### src/rtl/rgmii_link_ctrl.sv
// Autonomous MDIO (Clause 22) poller that reads the PHY status register,
// filters link/speed, and drives the RGMII speed select.
module rgmii_link_ctrl #(
    parameter logic [4:0] PHY_ADDR      = 5'd0,
    parameter logic [4:0] STATUS_REG    = 5'd17,
    parameter int         LINK_BIT      = 10,
    parameter int         SPEED_BIT     = 14,
    parameter int         MDC_DIV       = 50,
    parameter int         POLL_INTERVAL = 125000,
    parameter int         STABLE_COUNT  = 3
) (
    input  logic        clk,
    input  logic        rst,
    input  logic        enable,
    output logic        mdc,
    input  logic        mdio_i,
    output logic        mdio_o,
    output logic        mdio_t,
    output logic [1:0]  speed,
    output logic        link_up,
    output logic [15:0] status,
    output logic        error,
    output logic        update,
    output logic        busy
);

    localparam logic [2:0] ST_IDLE     = 3'd0;
    localparam logic [2:0] ST_PREAMBLE = 3'd1;
    localparam logic [2:0] ST_CMD      = 3'd2;
    localparam logic [2:0] ST_TA       = 3'd3;
    localparam logic [2:0] ST_DATA     = 3'd4;
    localparam logic [2:0] ST_DONE     = 3'd5;

    localparam int DIV_W  = $clog2(2 * MDC_DIV);
    localparam int POLL_W = $clog2(POLL_INTERVAL + 1);
    localparam int STAB_W = $clog2(STABLE_COUNT + 1);

    localparam logic [DIV_W-1:0]  DIV_HALF  = DIV_W'(MDC_DIV - 1);
    localparam logic [DIV_W-1:0]  DIV_LAST  = DIV_W'(2 * MDC_DIV - 1);
    localparam logic [POLL_W-1:0] POLL_LAST = POLL_W'(POLL_INTERVAL - 1);
    localparam logic [STAB_W-1:0] STAB_MAX  = STAB_W'(STABLE_COUNT);
    localparam logic [STAB_W-1:0] STAB_ONE  = STAB_W'(1);

    // Start(01), read opcode(10), PHY address, register address; MSB first.
    localparam logic [13:0] CMD_WORD = {2'b01, 2'b10, PHY_ADDR, STATUS_REG};

    logic [2:0]        state;
    logic [4:0]        bit_cnt;
    logic [DIV_W-1:0]  div_cnt;
    logic [POLL_W-1:0] poll_cnt;
    logic              poll_armed;
    logic [13:0]       tx_sr;
    logic [15:0]       rx_sr;
    logic              no_phy;
    logic [STAB_W-1:0] stab_cnt;
    logic [1:0]        prev_speed;
    logic              mdio_s1;
    logic              mdio_s2;

    logic              bit_end;
    logic [1:0]        raw_field;
    logic [1:0]        raw_speed;
    logic              raw_link;
    logic [STAB_W-1:0] stab_next;
    logic              apply;
    logic [1:0]        speed_next;
    logic              link_next;

    assign bit_end   = (div_cnt == DIV_LAST);
    assign raw_field = rx_sr[SPEED_BIT+1:SPEED_BIT];
    assign raw_speed = (raw_field == 2'b11) ? 2'b10 : raw_field;
    assign raw_link  = rx_sr[LINK_BIT] & ~no_phy;

    // NOTE: every signal written in always_comb gets a default first so no latch is inferred.
    always_comb begin
        stab_next = '0;
        if (raw_link) begin
            if (raw_speed != prev_speed) begin
                stab_next = STAB_ONE;
            end else if (stab_cnt == STAB_MAX) begin
                stab_next = stab_cnt;
            end else begin
                stab_next = stab_cnt + STAB_ONE;
            end
        end
    end

    assign apply      = raw_link && (stab_next == STAB_MAX);
    assign speed_next = apply ? raw_speed : speed;
    assign link_next  = raw_link && (apply || link_up);

    // The pad is idle-high (pulled up), so the synchronizer resets to 1.
    always_ff @(posedge clk or posedge rst) begin
        if (rst) begin
            mdio_s1 <= 1'b1;
            mdio_s2 <= 1'b1;
        end else begin
            mdio_s1 <= mdio_i;
            mdio_s2 <= mdio_s1;
        end
    end

    // NOTE: sequential state uses non-blocking assignments so all registers update together at the edge.
    always_ff @(posedge clk or posedge rst) begin
        if (rst) begin
            state      <= ST_IDLE;
            bit_cnt    <= '0;
            div_cnt    <= '0;
            poll_cnt   <= '0;
            poll_armed <= 1'b1;
            tx_sr      <= '0;
            rx_sr      <= '0;
            no_phy     <= 1'b0;
            stab_cnt   <= '0;
            prev_speed <= 2'b00;
            mdc        <= 1'b0;
            mdio_o     <= 1'b1;
            mdio_t     <= 1'b0;
            speed      <= 2'b10;
            link_up    <= 1'b0;
            status     <= '0;
            error      <= 1'b0;
            update     <= 1'b0;
            busy       <= 1'b0;
        end else begin
            update <= 1'b0;
            case (state)
                ST_IDLE: begin
                    if (enable && (poll_armed || poll_cnt == POLL_LAST)) begin
                        state      <= ST_PREAMBLE;
                        bit_cnt    <= '0;
                        div_cnt    <= '0;
                        poll_cnt   <= '0;
                        poll_armed <= 1'b0;
                        busy       <= 1'b1;
                        mdc        <= 1'b0;
                        mdio_o     <= 1'b1;
                        mdio_t     <= 1'b1;
                    end else if (enable) begin
                        poll_cnt <= poll_cnt + POLL_W'(1);
                    end else begin
                        poll_cnt <= '0;
                    end
                end

                ST_PREAMBLE, ST_CMD, ST_TA, ST_DATA: begin
                    div_cnt <= bit_end ? '0 : div_cnt + DIV_W'(1);
                    if (div_cnt == DIV_HALF) begin
                        mdc <= 1'b1;
                    end
                    if (bit_end) begin
                        mdc     <= 1'b0;
                        bit_cnt <= bit_cnt + 5'd1;
                        case (state)
                            ST_PREAMBLE: begin
                                if (bit_cnt == 5'd31) begin
                                    state   <= ST_CMD;
                                    bit_cnt <= '0;
                                    mdio_o  <= CMD_WORD[13];
                                    tx_sr   <= {CMD_WORD[12:0], 1'b0};
                                end
                            end
                            ST_CMD: begin
                                if (bit_cnt == 5'd13) begin
                                    state   <= ST_TA;
                                    bit_cnt <= '0;
                                    mdio_o  <= 1'b1;
                                    mdio_t  <= 1'b0;
                                end else begin
                                    mdio_o <= tx_sr[13];
                                    tx_sr  <= {tx_sr[12:0], 1'b0};
                                end
                            end
                            ST_TA: begin
                                // A present PHY pulls the second turnaround bit low.
                                if (bit_cnt == 5'd1) begin
                                    no_phy  <= mdio_s2;
                                    state   <= ST_DATA;
                                    bit_cnt <= '0;
                                end
                            end
                            default: begin
                                rx_sr <= {rx_sr[14:0], mdio_s2};
                                if (bit_cnt == 5'd15) begin
                                    state <= ST_DONE;
                                end
                            end
                        endcase
                    end
                end

                ST_DONE: begin
                    status     <= rx_sr;
                    error      <= no_phy;
                    speed      <= speed_next;
                    link_up    <= link_next;
                    stab_cnt   <= stab_next;
                    prev_speed <= raw_speed;
                    update     <= (speed_next != speed) || (link_next != link_up);
                    busy       <= 1'b0;
                    state      <= ST_IDLE;
                end

                default: state <= ST_IDLE;
            endcase
        end
    end

endmodule

### config.mk
export PLATFORM = sky130hd
export DESIGN_NAME = rgmii_link_ctrl
export DESIGN_NICKNAME = d
export VERILOG_FILES = /design/src/rtl/rgmii_link_ctrl.sv
export SDC_FILE = /design/constraint.sdc
export NUM_CORES = 1
export LEC_CHECK = 0
export ABC_AREA = 1
export BUFFER_PORTS_ARGS = -buffer_cell sky130_fd_sc_hd__buf_4
export CAP_MARGIN = 40
export CORE_MARGIN = 2
export CORE_UTILIZATION = 55
export DETAILED_ROUTE_END_ITERATION = 8
export GPL_ROUTABILITY_DRIVEN = 0
export GPL_TIMING_DRIVEN = 1
export PLACE_DENSITY = 0.71
export RECOVER_POWER = 50
export SLEW_MARGIN = 40
export SYNTH_ARGS = -nofsm -noshare
export SYNTH_HDL_FRONTEND = slang
export SYNTH_SLANG_ARGS = --single-unit
export TNS_END_PERCENT = 10
### constraint.sdc
create_clock -name clk -period 2.9 [get_ports clk]
set_clock_uncertainty 0.05 [all_clocks]
set_input_delay 0.145 -clock clk [delete_from_list [all_inputs] [get_ports clk]]
set_output_delay 0.145 -clock clk [all_outputs]
set_load 0.03 [all_outputs]
==> Yosys cells after proc, flatten, opt, wreduce, memory -nomap -nowiden <==
Cells that the tools add are included.
{ "totals": {"ff_bits": 95, "input_bits": 4, "output_inout_bits": 25, "wordCells": 125} }
{ "classes": {"addsub": 4, "n_eq_ne": 30, "mux": 44, "n_bitwise": 3, "n_reduce_logical": 23} }
{ "ops": {"columns": ["op", "n"], "rows": [
  ["$mux W17", 2],
  ["$mux W14", 2],
  ["$pmux W14 S2", 1],
  ["$mux W5", 5],
  ["$mux W3", 6],
  ["$add A17 B1 Y17 const B", 1],
  ["$eq A17 B17 Y1 const B", 1],
  ["$ne A3 B3 Y1 const B", 5],
  ["$pmux W5 S3", 1],
  ["$reduce_and A5 Y1", 3],
  ["$mux W7", 2],
  ["$pmux W7 S2", 1],
  ["$ne A2 B2 Y1 const B", 6],
  ["$mux W1", 11],
  ["$eq A5 B4 Y1 const B", 2],
  ["$mux W2", 5],
  ["$pmux W1 S2", 5],
  ["$pmux W5 S2", 1],
  ["$pmux W3 S3", 1],
  ["$reduce_and A3 Y1", 3],
  ["$add A7 B1 Y7 const B", 1],
  ["$eq A7 B6 Y1 const B", 1],
  ["$eq A7 B7 Y1 const B", 1],
  ["$eq A2 B2 Y1 const B", 3],
  ["22 further kinds", 34]
]} }

==> Depth between registers and ports, before layout <==
{ "depth": {"word_depth": 12, "depth_mapped": 11, "ltp_nobuf": 11} }

==> Least setup slack after synthesis <==
OpenSTA, ideal clock, no wires.
{ "synth_timing": {"path_kind": "flip-flop to flip-flop", "from": "register bit_cnt[0]", "to": "register state[1]", "setup_ps": 127, "t_arrival_ps": 1498, "t_required_ps": 2723, "slack_ps": 1226, "path_stages_with_launch": 12, "path_buffers": 0, "synth_period_minus_slack_ps": 1674, "path_cell_list": "dfrtp_1 > ha_1 > nand2_1 > nor2_1 > ha_1 > inv_1 > nand2_1 > nand2_1 > nor3_4 > nand2_2 > nand2_1 > o21ai_1"} }
{ "synth_via": {"elab_chain_len": 3, "elab_cells_between_ends": 9, "cone_classes": "8 x eq/ne; 1 x reduce/logical"} }
{ "synth_lines": {"columns": ["item", "line_no", "source"], "rows": [
  ["start: declaration", "48", "logic [4:0] bit_cnt;"],
  ["start signal: assignment", "153", "bit_cnt <= bit_cnt + 5'd1;"],
  ["$eq A5 B4 Y1, or another cell as far along", "184", "if (bit_cnt == 5'd15) begin"],
  ["$ne A5 B5 Y1 (no line) or $ne A3 B3 Y1 (tied branches)", null, null],
  ["$reduce_and A6 Y1 (no line) *", null, null],
  ["end signal: assignment", "178", "state <= ST_DATA;"],
  ["end signal: assignment", "185", "state <= ST_DONE;"],
  ["end signal: assignment", "201", "state <= ST_IDLE;"],
  ["end: declaration", "47", "logic [2:0] state;"]
]} }
Mark *: on every way between the ends. The rest lies on a longest branch, timed or not.
A chain may end at the register's enable or synchronous reset.

==> results.txt <==
DR vias/cell - 5.25
Antenna violations before repair - 0
Largest net degree at the start of global routing - 60
Distinct cell type count of the synthesized netlist - 39
Critical Path RT - 3.27 ns
Total track usage - 21.6%
Type of origin of the critical path - input pin
Max cap viols - 1
Status - complete, but fails checks
Wire per inst - 13.3 um
Worst-skew pair later-pin latency - 0.37 ns
Yosys warning count - 0
Top post-synthesis cells by area - dfrtp_1, nand2_1, inv_1
CTS tree - done
# rows - 33
Grt total ovfl - 0
Share of layout cells above drive strength 1 - 11.5%
Crit-path max cell delay - 0.89 ns
Final hold vios - 0
Failing checks - capacitance limit, slew limit
Synth Instances - 528
Core Region - 8130 um2
Sequential share of power - 43.1%
Worst Path Buf+Inv - 4
Dpl hpwl - 6310 um
Die X - 95.3 um
Vias - 3,519
LEAKAGE - 2.23 nW
WL final - 8890 um
Clock-pin slew on the worst setup and hold paths - 0.10 ns
DR iter-0 viols - 225
RSZ-0062 raised after global routing - false
DRT Pass-1 Iters - 5
Least-Margin Pin Slew - 1.57 ns
Comb power frac - 34.6%
Flops & latches, synth - 94
Inserted Clock Buffers - 9
CTS root buf - clkbuf_8
Peak supply drop - 0.354 mV
Clock buffer depth - 2
Area delta synth->final - 9.07%
Fin crit share - 76.7%
Die outline area - 9080 um2
Fmax - 0.449 GHz
Clock power frac - 22.4%
Fillers - 718
Nets@finish - 571
Switching share of power - 42.0%
Final cell utilization of the core - 61.4%
Max-slew violation count - 37
Setup violators final - 0
Die Ht - 95.3 um
Setup TNS Final - 0 ns
Max_slew headroom - -5.32%
Initial Util - 56.3%
Worst hold-check path type - flop to flop
Worst setup EP type - asynchronous set/reset pin
Post-synth top area share - 48.6%
Mapped Area - 4580 um2
First-pass GRT wire length - 15,300 um
# DRC - 0
Crit path cell chain - dlygate4sd3_1 -> clkbuf_4 -> clkinvlp_2 -> clkbuf_4
Syn_area_per_cell - 8.68 um2
Detail Route Antenna Nets - 0
Commonest non-fill, non-tap cells in the layout - nand2_1, dfrtp_1, inv_1
Cell taking the most area after synthesis - dfrtp_1
Post-synthesis sequential area ratio - 51.5%
NetSw - 1.58 mW
Commonest non-fill, non-tap cell in the layout - nand2_1
Data arrival, critical path - 2.60 ns
Ant diodes - 0
H-Tree Depth - 3
CP most frequent cell - clkbuf_4
Power Dens Cells - 751 nW/um2
Vias in the first global route - 3,266
Internal - 2.18 mW
Clock Sink Count - 94
IO buf count - 28
Syn nets - 539
Tmin final - 2.23 ns
Max FO, Critical Path - 59
Slowest CP cell - clkinvlp_2
CP Class - input pin to asynchronous set/reset pin
Num ports - 29
Crit-path leading delay family - buffers and inverters
## sequential cells by signal (all words and copies together), names as in the netlist, 2 cells and up
signal and cells:
bit_cnt 5, div_cnt 7, poll_cnt 17, prev_speed 2, rx_sr 16, speed 2
stab_cnt 2, state 3, status 16, tx_sr 13
## Yosys cell counts (all sizes together)
master  number
xnor2        3
nand4       15
nor2        38
o21ai       59
or2          3
a21oi       15
o211ai       1
inv         76
clkbuf       5
ha           7
xor2        11
nand2      127
a211oi       1
o22ai       20
nand3b       2
buf          6
o31ai        1
dfstp        5
dfrtp       89
o21bai       2
nor3        12
nand3       28
a22oi        2
## per-layer routing
metal  share of wire (%)  routed length (um)  up-vias  track usage, %
li1                    -                   -     1786               -
met1                  47                4200     1641            31.4
met2                  47                4210       82            32.4
met3                 4.5                 396       10            5.14
met4                 1.0                  91        0            6.04
met5                   0                   0        -               0
## repair_timing
item,4_1_cts,5_1_grt
hold buffers,3,0
buffers inserted,0,0
endpoints found under the hold margin,35,0
gates resized for setup,0,0
## cells by family (layout without fill, tap and decap cells)
group           after synthesis  count (layout)  share of synthesized area (%)
fa+ha+maj                     7               7                           1.91
buf+inv                      87             124                           7.78
flops                        94              94                           51.5
compound gates              101             101                           12.3
xor+xnor                     14              14                           2.68
simple gates                225             225                           23.9
## worst paths after layout
check / start / end / slack [ns] / cells after the start
max in group clk: state[1] / bit_cnt[2] / 0.72 / 8
worst max register to register: state[1] / bit_cnt[2] / 0.72 / 8
worst min register to register: mdio_s1 / mdio_s2 / 0.32 / 0
worst min-delay path: mdio_s1 / mdio_s2 / 0.32 / 0
worst max-delay path: rst / status[0] / 0.67 / 4
min in group asynchronous: rst / poll_cnt[7] / 0.64 / 3
## final cells by class
type                       count  area [um2]  share of cell area, %
clock buffer                   9         124                   2.48
clock inverter                 7        62.6                   1.25
inverter                      76         294                   5.88
multi-input combinational    347        1870                   37.4
sequential                    94        2360                   47.2
tap                          105         131                   2.63
timing repair buffer          32         158                   3.15
## power groups by stage
stage / clock network (mW) / registers [mW] / logic [mW]
final: 0.840 / 1.62 / 1.30
after global routing: 0.917 / 1.64 / 1.44
after CTS: 0.861 / 1.62 / 1.33
after detailed placement: 0 / 1.64 / 1.32
after global placement: 0 / 1.63 / 1.29
after floorplan: 0 / 1.65 / 1.02
## metrics by stage
step                      setup slack [ns]  cell area, um2  hold WS, ns  total power [mW]  cells
after floorplan                      0.265            4580       0.0995              2.67    528
after global placement               0.845            4880        0.203              2.92    651
after detailed placement             0.747            4880        0.205              2.96    651
after CTS                            0.719            5100        0.318              3.81    670
after global routing                 0.239            5000        0.323              3.99    670
final                                0.674            5000        0.316              3.75    670
(Power assumes the default switching activity.)
